$ cat src/rtl/i2c_pkg.sv
// Shared types and constants for the i2c_slave block.
//   i2c_state_e : byte-level FSM states of the target
//   i2c_dbg_t   : observability bundle exported by the top (FSM state,
//                 bit counter, conditioned SCL/SDA)
package i2c_pkg;

  typedef enum logic [2:0] {
    IDLE,
    ADDR,
    ADDR_ACK,
    WR_BYTE,
    WR_ACK,
    RD_BYTE,
    RD_ACK
  } i2c_state_e;

  localparam logic I2C_RW_WRITE  = 1'b0;
  localparam logic I2C_RW_READ   = 1'b1;
  localparam int   I2C_BYTE_BITS = 8;

  typedef struct packed {
    i2c_state_e state;
    logic [2:0] bit_cnt;
    logic       s_scl;
    logic       s_sda;
  } i2c_dbg_t;

endpackage

$ cat src/rtl/i2c_slave_if.sv
// Bus and fabric signals of the i2c_slave target, grouped in one bundle.
//   scl_in/sda_in : pad inputs (asynchronous)
//   sda_oe        : 1 pulls SDA low (open drain), 0 releases it
//   rx_*          : written bytes delivered to the fabric
//   tx_*          : read bytes fetched from the fabric
//   busy/start_det/stop_det : bus status
// Handshake: rx_valid is a one-cycle strobe with rx_data/rx_first stable in
// that cycle, there is no back-pressure. tx_req is a one-cycle strobe;
// the fabric answers with a one-cycle tx_valid carrying tx_data, and a
// tx_valid with no request outstanding is dropped.
interface i2c_slave_if;
  logic       scl_in;
  logic       sda_in;
  logic       sda_oe;
  logic [7:0] rx_data;
  logic       rx_valid;
  logic       rx_first;
  logic       tx_req;
  logic [7:0] tx_data;
  logic       tx_valid;
  logic       busy;
  logic       start_det;
  logic       stop_det;

  modport slave (
    input  scl_in, sda_in, tx_data, tx_valid,
    output sda_oe, rx_data, rx_valid, rx_first, tx_req, busy, start_det, stop_det
  );

  modport master (
    output scl_in, sda_in, tx_data, tx_valid,
    input  sda_oe, rx_data, rx_valid, rx_first, tx_req, busy, start_det, stop_det
  );
endinterface

$ cat src/rtl/i2c_line_cond.sv
// Line conditioning for the I2C target: synchronizer, optional glitch
// filter, SCL edge detection and START/STOP detection.
// Optional feature macro: I2C_SLAVE_GLITCH_FILTER_EN adds a FILTER_LEN-deep
// agreement filter after the synchronizer.
// Ports:
//   clk, reset        : system clock, synchronous active-high reset
//   scl_in, sda_in    : asynchronous pad inputs
//   s_scl, s_sda      : conditioned line levels
//   scl_rise/scl_fall : one-cycle SCL edge strobes
//   start/stop        : one-cycle START / STOP strobes
module i2c_line_cond #(
  parameter int SYNC_STAGES = 2,
  parameter int FILTER_LEN  = 3
) (
  input  logic clk,
  input  logic reset,
  input  logic scl_in,
  input  logic sda_in,
  output logic s_scl,
  output logic s_sda,
  output logic scl_rise,
  output logic scl_fall,
  output logic start,
  output logic stop
);

  if (SYNC_STAGES < 2 || FILTER_LEN < 1) begin : g_bad_param
    $error("i2c_line_cond: SYNC_STAGES must be >= 2 and FILTER_LEN >= 1");
  end

  // Preset to 1 so a reset looks like an idle bus, not a spurious edge.
  logic [SYNC_STAGES-1:0] scl_sync_q, sda_sync_q;
  logic                   scl_prev_q, sda_prev_q;

  always_ff @(posedge clk) begin
    if (reset) begin
      scl_sync_q <= '1;
      sda_sync_q <= '1;
    end else begin
      scl_sync_q <= {scl_sync_q[SYNC_STAGES-2:0], scl_in};
      sda_sync_q <= {sda_sync_q[SYNC_STAGES-2:0], sda_in};
    end
  end

`ifdef I2C_SLAVE_GLITCH_FILTER_EN
  // Output follows the input only after FILTER_LEN identical samples.
  logic [FILTER_LEN-1:0] scl_hist_q, sda_hist_q;
  logic                  scl_filt_q, sda_filt_q;

  always_ff @(posedge clk) begin
    if (reset) begin
      scl_hist_q <= '1;
      sda_hist_q <= '1;
      scl_filt_q <= 1'b1;
      sda_filt_q <= 1'b1;
    end else begin
      scl_hist_q <= (scl_hist_q << 1) | FILTER_LEN'(scl_sync_q[SYNC_STAGES-1]);
      sda_hist_q <= (sda_hist_q << 1) | FILTER_LEN'(sda_sync_q[SYNC_STAGES-1]);
      if (&scl_hist_q)       scl_filt_q <= 1'b1;
      else if (~|scl_hist_q) scl_filt_q <= 1'b0;
      if (&sda_hist_q)       sda_filt_q <= 1'b1;
      else if (~|sda_hist_q) sda_filt_q <= 1'b0;
    end
  end

  assign s_scl = scl_filt_q;
  assign s_sda = sda_filt_q;
`else
  assign s_scl = scl_sync_q[SYNC_STAGES-1];
  assign s_sda = sda_sync_q[SYNC_STAGES-1];
`endif

  always_ff @(posedge clk) begin
    if (reset) begin
      scl_prev_q <= 1'b1;
      sda_prev_q <= 1'b1;
    end else begin
      scl_prev_q <= s_scl;
      sda_prev_q <= s_sda;
    end
  end

  assign scl_rise = s_scl & ~scl_prev_q;
  assign scl_fall = ~s_scl & scl_prev_q;
  // SCL must be high in both samples so an SDA change racing an SCL edge
  // is never mistaken for a bus condition.
  assign start    = s_scl & scl_prev_q & sda_prev_q & ~s_sda;
  assign stop     = s_scl & scl_prev_q & ~sda_prev_q & s_sda;

endmodule

$ cat src/rtl/i2c_slave.sv
// I2C target: address match + ACK, write bytes to the fabric, read bytes
// from the fabric via tx_req/tx_valid.
// Optional feature macro: I2C_SLAVE_GLITCH_FILTER_EN (see i2c_line_cond).
// Ports:
//   clk, reset : system clock, synchronous active-high reset
//   bus        : i2c_slave_if.slave (pads, rx/tx fabric handshake, status)
//   dbg_o      : FSM state, bit counter and conditioned lines
module i2c_slave
  import i2c_pkg::*;
#(
  parameter logic [6:0] SLAVE_ADDR  = 7'h4B,
  parameter int         SYNC_STAGES = 2,
  parameter int         FILTER_LEN  = 3
) (
  input  logic              clk,
  input  logic              reset,
  i2c_slave_if.slave        bus,
  output i2c_dbg_t          dbg_o
);

  localparam logic [2:0] LAST_BIT = 3'(I2C_BYTE_BITS - 1);

  logic s_scl, s_sda, scl_rise, scl_fall, start, stop;

  i2c_line_cond #(
    .SYNC_STAGES (SYNC_STAGES),
    .FILTER_LEN  (FILTER_LEN)
  ) u_line_cond (
    .clk      (clk),
    .reset    (reset),
    .scl_in   (bus.scl_in),
    .sda_in   (bus.sda_in),
    .s_scl    (s_scl),
    .s_sda    (s_sda),
    .scl_rise (scl_rise),
    .scl_fall (scl_fall),
    .start    (start),
    .stop     (stop)
  );

  i2c_state_e state_q, state_d;
  logic [7:0] shift_q, shift_d, rx_data_q, rx_data_d;
  logic [2:0] bit_cnt_q, bit_cnt_d;
  logic       sda_oe_q, sda_oe_d, busy_q, busy_d;
  logic       rx_valid_q, rx_valid_d, rx_first_q, rx_first_d;
  logic       tx_req_q, tx_req_d, start_det_q, start_det_d, stop_det_q, stop_det_d;
  logic       rw_q, rw_d, first_q, first_d;   // R/W bit, next write byte is the pointer
  logic       ack_on_q, ack_on_d;             // ACK currently driven
  logic       fresh_q, fresh_d;               // next fall in RD_BYTE drives bit 7
  logic       tx_pend_q, tx_pend_d;           // tx_req outstanding
  logic       tx_loaded_q, tx_loaded_d;       // shift_q holds the fabric byte
  logic [7:0] in_byte, rd_byte;

  always_ff @(posedge clk) begin
    if (reset) begin
      state_q     <= IDLE;
      shift_q     <= '0;
      rx_data_q   <= '0;
      bit_cnt_q   <= '0;
      sda_oe_q    <= 1'b0;
      busy_q      <= 1'b0;
      rx_valid_q  <= 1'b0;
      rx_first_q  <= 1'b0;
      tx_req_q    <= 1'b0;
      start_det_q <= 1'b0;
      stop_det_q  <= 1'b0;
      rw_q        <= I2C_RW_WRITE;
      first_q     <= 1'b0;
      ack_on_q    <= 1'b0;
      fresh_q     <= 1'b0;
      tx_pend_q   <= 1'b0;
      tx_loaded_q <= 1'b0;
    end else begin
      state_q     <= state_d;
      shift_q     <= shift_d;
      rx_data_q   <= rx_data_d;
      bit_cnt_q   <= bit_cnt_d;
      sda_oe_q    <= sda_oe_d;
      busy_q      <= busy_d;
      rx_valid_q  <= rx_valid_d;
      rx_first_q  <= rx_first_d;
      tx_req_q    <= tx_req_d;
      start_det_q <= start_det_d;
      stop_det_q  <= stop_det_d;
      rw_q        <= rw_d;
      first_q     <= first_d;
      ack_on_q    <= ack_on_d;
      fresh_q     <= fresh_d;
      tx_pend_q   <= tx_pend_d;
      tx_loaded_q <= tx_loaded_d;
    end
  end

  always_comb begin
    state_d     = state_q;
    shift_d     = shift_q;
    rx_data_d   = rx_data_q;
    bit_cnt_d   = bit_cnt_q;
    sda_oe_d    = sda_oe_q;
    busy_d      = busy_q;
    rw_d        = rw_q;
    first_d     = first_q;
    ack_on_d    = ack_on_q;
    fresh_d     = fresh_q;
    tx_pend_d   = tx_pend_q;
    tx_loaded_d = tx_loaded_q;
    rx_valid_d  = 1'b0;
    rx_first_d  = 1'b0;
    tx_req_d    = 1'b0;
    start_det_d = 1'b0;
    stop_det_d  = 1'b0;
    in_byte     = {shift_q[6:0], s_sda};
    // Byte to send: fabric data if it has arrived (even this very cycle),
    // otherwise all ones, which leaves SDA released for the whole byte.
    rd_byte     = tx_loaded_q ? shift_q
                : ((tx_pend_q && bus.tx_valid) ? bus.tx_data : 8'hFF);

    if (tx_pend_q && bus.tx_valid) begin
      shift_d     = bus.tx_data;
      tx_loaded_d = 1'b1;
      tx_pend_d   = 1'b0;
    end

    if (start) begin
      state_d     = ADDR;
      bit_cnt_d   = '0;
      sda_oe_d    = 1'b0;
      busy_d      = 1'b0;
      ack_on_d    = 1'b0;
      tx_pend_d   = 1'b0;
      tx_loaded_d = 1'b0;
      start_det_d = 1'b1;
    end else if (stop) begin
      state_d     = IDLE;
      sda_oe_d    = 1'b0;
      busy_d      = 1'b0;
      tx_pend_d   = 1'b0;
      tx_loaded_d = 1'b0;
      stop_det_d  = 1'b1;
    end else begin
      unique case (state_q)
        IDLE: ;
        ADDR: if (scl_rise) begin
          shift_d   = in_byte;
          bit_cnt_d = bit_cnt_q + 3'd1;
          if (bit_cnt_q == LAST_BIT) begin
            if (in_byte[7:1] == SLAVE_ADDR) begin
              busy_d   = 1'b1;
              rw_d     = in_byte[0];
              ack_on_d = 1'b0;
              state_d  = ADDR_ACK;
            end else begin
              state_d  = IDLE;
            end
          end
        end
        ADDR_ACK, WR_ACK: if (scl_fall) begin
          if (!ack_on_q) begin
            sda_oe_d = 1'b1;
            ack_on_d = 1'b1;
            if (state_q == ADDR_ACK && rw_q == I2C_RW_READ) begin
              tx_req_d    = 1'b1;
              tx_pend_d   = 1'b1;
              tx_loaded_d = 1'b0;
            end
          end else begin
            ack_on_d  = 1'b0;
            bit_cnt_d = '0;
            if (state_q == ADDR_ACK && rw_q == I2C_RW_READ) begin
              // The fall ending the ACK is also where bit 7 goes out.
              state_d     = RD_BYTE;
              sda_oe_d    = ~rd_byte[7];
              shift_d     = rd_byte;
              tx_pend_d   = 1'b0;
              tx_loaded_d = 1'b0;
              fresh_d     = 1'b0;
            end else begin
              state_d  = WR_BYTE;
              sda_oe_d = 1'b0;
              if (state_q == ADDR_ACK) first_d = 1'b1;
            end
          end
        end
        WR_BYTE: if (scl_rise) begin
          shift_d   = in_byte;
          bit_cnt_d = bit_cnt_q + 3'd1;
          if (bit_cnt_q == LAST_BIT) begin
            rx_data_d  = in_byte;
            rx_valid_d = 1'b1;
            rx_first_d = first_q;
            first_d    = 1'b0;
            ack_on_d   = 1'b0;
            state_d    = WR_ACK;
          end
        end
        // bit_cnt counts the falls after bit 7; the 8th fall releases SDA.
        RD_BYTE: if (scl_fall) begin
          if (fresh_q) begin
            sda_oe_d    = ~rd_byte[7];
            shift_d     = rd_byte;
            tx_pend_d   = 1'b0;
            tx_loaded_d = 1'b0;
            fresh_d     = 1'b0;
            bit_cnt_d   = '0;
          end else if (bit_cnt_q == LAST_BIT) begin
            sda_oe_d  = 1'b0;
            bit_cnt_d = '0;
            state_d   = RD_ACK;
          end else begin
            sda_oe_d  = ~shift_q[6];
            shift_d   = {shift_q[6:0], 1'b1};
            bit_cnt_d = bit_cnt_q + 3'd1;
          end
        end
        RD_ACK: if (scl_rise) begin
          if (!s_sda) begin
            tx_req_d    = 1'b1;
            tx_pend_d   = 1'b1;
            tx_loaded_d = 1'b0;
            fresh_d     = 1'b1;
            state_d     = RD_BYTE;
          end else begin
            state_d     = IDLE;
          end
        end
        default: state_d = IDLE;
      endcase
    end
  end

  assign bus.sda_oe    = sda_oe_q;
  assign bus.rx_data   = rx_data_q;
  assign bus.rx_valid  = rx_valid_q;
  assign bus.rx_first  = rx_first_q;
  assign bus.tx_req    = tx_req_q;
  assign bus.busy      = busy_q;
  assign bus.start_det = start_det_q;
  assign bus.stop_det  = stop_det_q;

  assign dbg_o = '{state: state_q, bit_cnt: bit_cnt_q, s_scl: s_scl, s_sda: s_sda};

endmodule

$ cat src/flat_wrapper.sv
// flat-port wrapper written by rule: the top's interface ports become plain ports
module i2c_slave_flat import i2c_pkg::*;
#(
  parameter logic [6:0] SLAVE_ADDR  = 7'h4B,
  parameter int         SYNC_STAGES = 2,
  parameter int         FILTER_LEN  = 3
)
  (clk, reset, dbg_o, bus_scl_in, bus_sda_in, bus_tx_data, bus_tx_valid, bus_sda_oe, bus_rx_data, bus_rx_valid, bus_rx_first, bus_tx_req, bus_busy, bus_start_det, bus_stop_det);
  i2c_slave_if bus_i ();
  input  logic clk;
  input  logic reset;
  output i2c_dbg_t dbg_o;
  input wire logic [$bits(bus_i.scl_in)-1:0] bus_scl_in;
  input wire logic [$bits(bus_i.sda_in)-1:0] bus_sda_in;
  input wire logic [$bits(bus_i.tx_data)-1:0] bus_tx_data;
  input wire logic [$bits(bus_i.tx_valid)-1:0] bus_tx_valid;
  output wire logic [$bits(bus_i.sda_oe)-1:0] bus_sda_oe;
  output wire logic [$bits(bus_i.rx_data)-1:0] bus_rx_data;
  output wire logic [$bits(bus_i.rx_valid)-1:0] bus_rx_valid;
  output wire logic [$bits(bus_i.rx_first)-1:0] bus_rx_first;
  output wire logic [$bits(bus_i.tx_req)-1:0] bus_tx_req;
  output wire logic [$bits(bus_i.busy)-1:0] bus_busy;
  output wire logic [$bits(bus_i.start_det)-1:0] bus_start_det;
  output wire logic [$bits(bus_i.stop_det)-1:0] bus_stop_det;
  assign bus_i.scl_in = bus_scl_in;
  assign bus_i.sda_in = bus_sda_in;
  assign bus_i.tx_data = bus_tx_data;
  assign bus_i.tx_valid = bus_tx_valid;
  assign bus_sda_oe = bus_i.sda_oe;
  assign bus_rx_data = bus_i.rx_data;
  assign bus_rx_valid = bus_i.rx_valid;
  assign bus_rx_first = bus_i.rx_first;
  assign bus_tx_req = bus_i.tx_req;
  assign bus_busy = bus_i.busy;
  assign bus_start_det = bus_i.start_det;
  assign bus_stop_det = bus_i.stop_det;
  i2c_slave #(.SLAVE_ADDR(SLAVE_ADDR), .SYNC_STAGES(SYNC_STAGES), .FILTER_LEN(FILTER_LEN)) u_core (.clk(clk), .reset(reset), .bus(bus_i), .dbg_o(dbg_o));
endmodule
$ cat config.mk
export PLATFORM = sky130hd
export DESIGN_NAME = i2c_slave_flat
export DESIGN_NICKNAME = d
export VERILOG_FILES = /design/src/rtl/i2c_pkg.sv /design/src/rtl/i2c_slave_if.sv /design/src/rtl/i2c_line_cond.sv /design/src/rtl/i2c_slave.sv /design/src/flat_wrapper.sv
export SDC_FILE = /design/constraint.sdc
export NUM_CORES = 1
export LEC_CHECK = 0
export ABC_CLOCK_PERIOD_IN_PS = 2800
export BUFFER_PORTS_ARGS = -buffer_cell sky130_fd_sc_hd__buf_2
export CELL_PAD_IN_SITES_DETAIL_PLACEMENT = 0
export CELL_PAD_IN_SITES_GLOBAL_PLACEMENT = 2
export CORE_ASPECT_RATIO = 0.9
export CORE_MARGIN = 2
export CORE_UTILIZATION = 25
export DETAILED_ROUTE_END_ITERATION = 8
export GPL_ROUTABILITY_DRIVEN = 0
export PLACE_DENSITY = 0.63
export SLEW_MARGIN = 20
export SYNTH_ARGS = -nofsm -noshare
export SYNTH_HDL_FRONTEND = slang
export SYNTH_SLANG_ARGS = --single-unit
$ cat constraint.sdc
create_clock -name clk -period 2.8 [get_ports clk]
set_clock_uncertainty 0.1 [all_clocks]
set_input_delay 0.56 -clock clk [delete_from_list [all_inputs] [get_ports clk]]
set_output_delay 0.56 -clock clk [all_outputs]
set_load 0.01 [all_outputs]
==> out/results.ini <==
[yosys]
postSynthAreaPerCell_um2=8.14
synth_edf_count=0
yosys_warnings=0
seq_area_frac_synth_pct=30.2
synth_cells=334
synth.distinct_cells=59
ys.flop_type=dfxtp_1
synth_nets=350
synth_seq_cells=41
async_flop_share_pct=0
syn_area_um2=2720

[hold_path]
hp-class=flop to flop
holdPathEnd=u_core.u_line_cond.sda_sync_q[1]
min_path_cells=1
worstHoldStart=u_core.u_line_cond.sda_sync_q[0]

[placed_design]
dp.cells=491
dp_slack_ns=0.442
dpl.hpwl_mm=6.12
place.port_buffers=35
dpl_cell_area_um2=3060

[drt]
drc_errors=0
routedWlPerCell_um=17.4
ant_nets=0
drtIter0Drc=142
wl_mm=8.70
viasPerCell=5.15
via_count=2568
dr.pass1.iters=4

[critical_path]
cp_slowest_cell=a311oi_2
path_buf_inv=0
cp_top_family=compound AO/OA/AOI/OAI gates
r2r-end=u_core.state_q[1]
cp.arrival_ns=2.39
max_stage_delay_ns=0.45
required_ns=2.90
reg2reg_setup_slack_ns=0.50
cp_common_cell=ha_1
cp-start-kind=flop
reg2reg_depth=7
end_kind=flop
crit_type=flop to flop
r2r_start=u_core.bit_cnt_q[0]
critPathMaxFanout=7
crit_path_cell_trace=ha_1, ha_1, mux2_2, o22ai_1, a311oi_2, o21ai_0, a211oi_1

[cts]
clock_path_buffers=2
htreeDepth=2
cts_resized=0
cts_setup_buffers=0
cts_sinks=41
cts_buffers=5
cts_tree=built
ctsHoldBuffers=0
path_clk_slew_ns=0.07
clkLatencyLatePin_ns=0.29
cts_root_buf=clkbuf_16

[finish]
stdcell_count=499
final_cell_mix=dfxtp_1 (41), nor2_1 (35), buf_2 (35)
fillerInstances=1149
nets=381
multi_input_area_um2=1730
drive_above_1_share_pct=23.5
seqCellArea_um2=821
syn_to_final_growth_pct=18.8
final_common_cell=dfxtp_1
fin_area_um2=3230
diodes=0

[floorplanning]
die_area_um2=11700
fp.dieH_um=103
coreArea_um2=10700
placement_rows=36
die_w_um=114
num_io_pins=36
start_util_pct=25.4

[power_and_ir_drop]
ir_drop_mv=0.251
p_leak_nw=1.29
power.density_nw_per_um2=446
power_w=0.00144

[timing]
fin_crit_ns=2.30
fmax_mhz=436
final-hold-violation-count=0
slew_violations=0
grt_setup_unrepaired=false
max_slew_margin_pct=38.4
setup_ws_ns=0.505
final.period_utilization_pct=82.0
setup_violations=0
fin_setup_tns_ns=0
tightest_slew_ns=0.918

[grt]
grt_overflow_total=0
grt_pass1_vias=2453
grt_pass1_wl_mm=13.9
antenna_found_initial=0
grt_max_degree=29
grt_use_total_pct=15.5

[status]
status=completed

[run]
drv_cap=0

[Yosys cell counts (4+ instances only)]
library cell / number / area (um2)
o21ai_0: 20 / 100
dfxtp_1: 41 / 821
and3_1: 4 / 25.0
nand2b_1: 14 / 87.6
inv_1: 6 / 22.5
buf_2: 11 / 55.1
and2_1: 4 / 25.0
a221oi_1: 9 / 78.8
a211oi_1: 8 / 60.1
o31ai_1: 6 / 45.0
a311oi_1: 6 / 52.6
o31a_1: 4 / 35.0
nand2_1: 16 / 60.1
a21oi_1: 20 / 100
clkbuf_1: 15 / 56.3
a21o_1: 4 / 30.0
or2_2: 10 / 62.6
nor3_1: 8 / 40.0
nor2b_1: 5 / 31.3
mux2i_1: 20 / 200
nor2_1: 35 / 131
[cells by family (layout without fill, tap and decap cells)]
kind of cell	count (synthesis)	count (layout)	share of synthesized area (%)
xor+xnor	3	3	1.24
mux	22	22	8.20
fa+ha+maj	3	3	1.38
simple gates	121	121	24.1
compound gates	108	108	28.7
flops	41	41	30.2
buf+inv	36	68	6.17
[area by class of cell]
type,count,share of cell area (%)
clock buffer,5,3.88
timing repair buffer,54,9.84
inverter,6,0.698
clock inverter,3,1.43
multi-input combinational,257,53.6
tap,133,5.16
sequential,41,25.4
[per-layer routing]
layer	share of wire (%)	vias to the layer above	global-route usage [%]
met3	4.7	9	3.06
li1	-	1294	-
met5	0	-	0
met4	1.4	0	5.44
met1	50	1205	22.0
met2	44	60	23.3
[sequential cells by signal (all words and copies together) (netlist names), 2 cells and up]
name / count
u_core.state_q: 3
u_core.u_line_cond.scl_sync_q: 2
u_core.bus.rx_data: 8
u_core.shift_q: 8
u_core.u_line_cond.sda_sync_q: 2
u_core.bit_cnt_q: 3
[through the flow]
step	hold slack [ns]	util, %
final	0.309	30.1
after global routing	0.336	30.1
after CTS	0.310	30.1
after detailed placement	0.293	28.5
after global placement	0.293	28.5
after floorplan	0.289	-
[power breakdown]
part / switching (W) / internal [W] / leakage, nW / total (W)
clock: 0.000266 / 0.000423 / 0.0800 / 0.000689
sequential: 0.0000216 / 0.000596 / 0.332 / 0.000618
combinational: 0.0000789 / 0.0000544 / 0.881 / 0.000133
total: 0.000367 / 0.00107 / 1.29 / 0.00144
[worst max-delay path by stage]
| stage | start | end | cells past startpoint |
|---|---|---|---|
| floorplan | u_core.bit_cnt_q[0] | u_core.bus.rx_data[1] | 7 |
| global placement | bus_tx_valid | u_core.shift_q[0] | 7 |
| detailed placement | bus_tx_valid | u_core.shift_q[0] | 7 |
| CTS | u_core.u_line_cond.sda_sync_q[1] | u_core.shift_q[4] | 5 |
| global route | u_core.bit_cnt_q[0] | u_core.state_q[1] | 7 |
| finish | u_core.bit_cnt_q[0] | u_core.state_q[1] | 7 |
(Power assumes the default switching activity.)
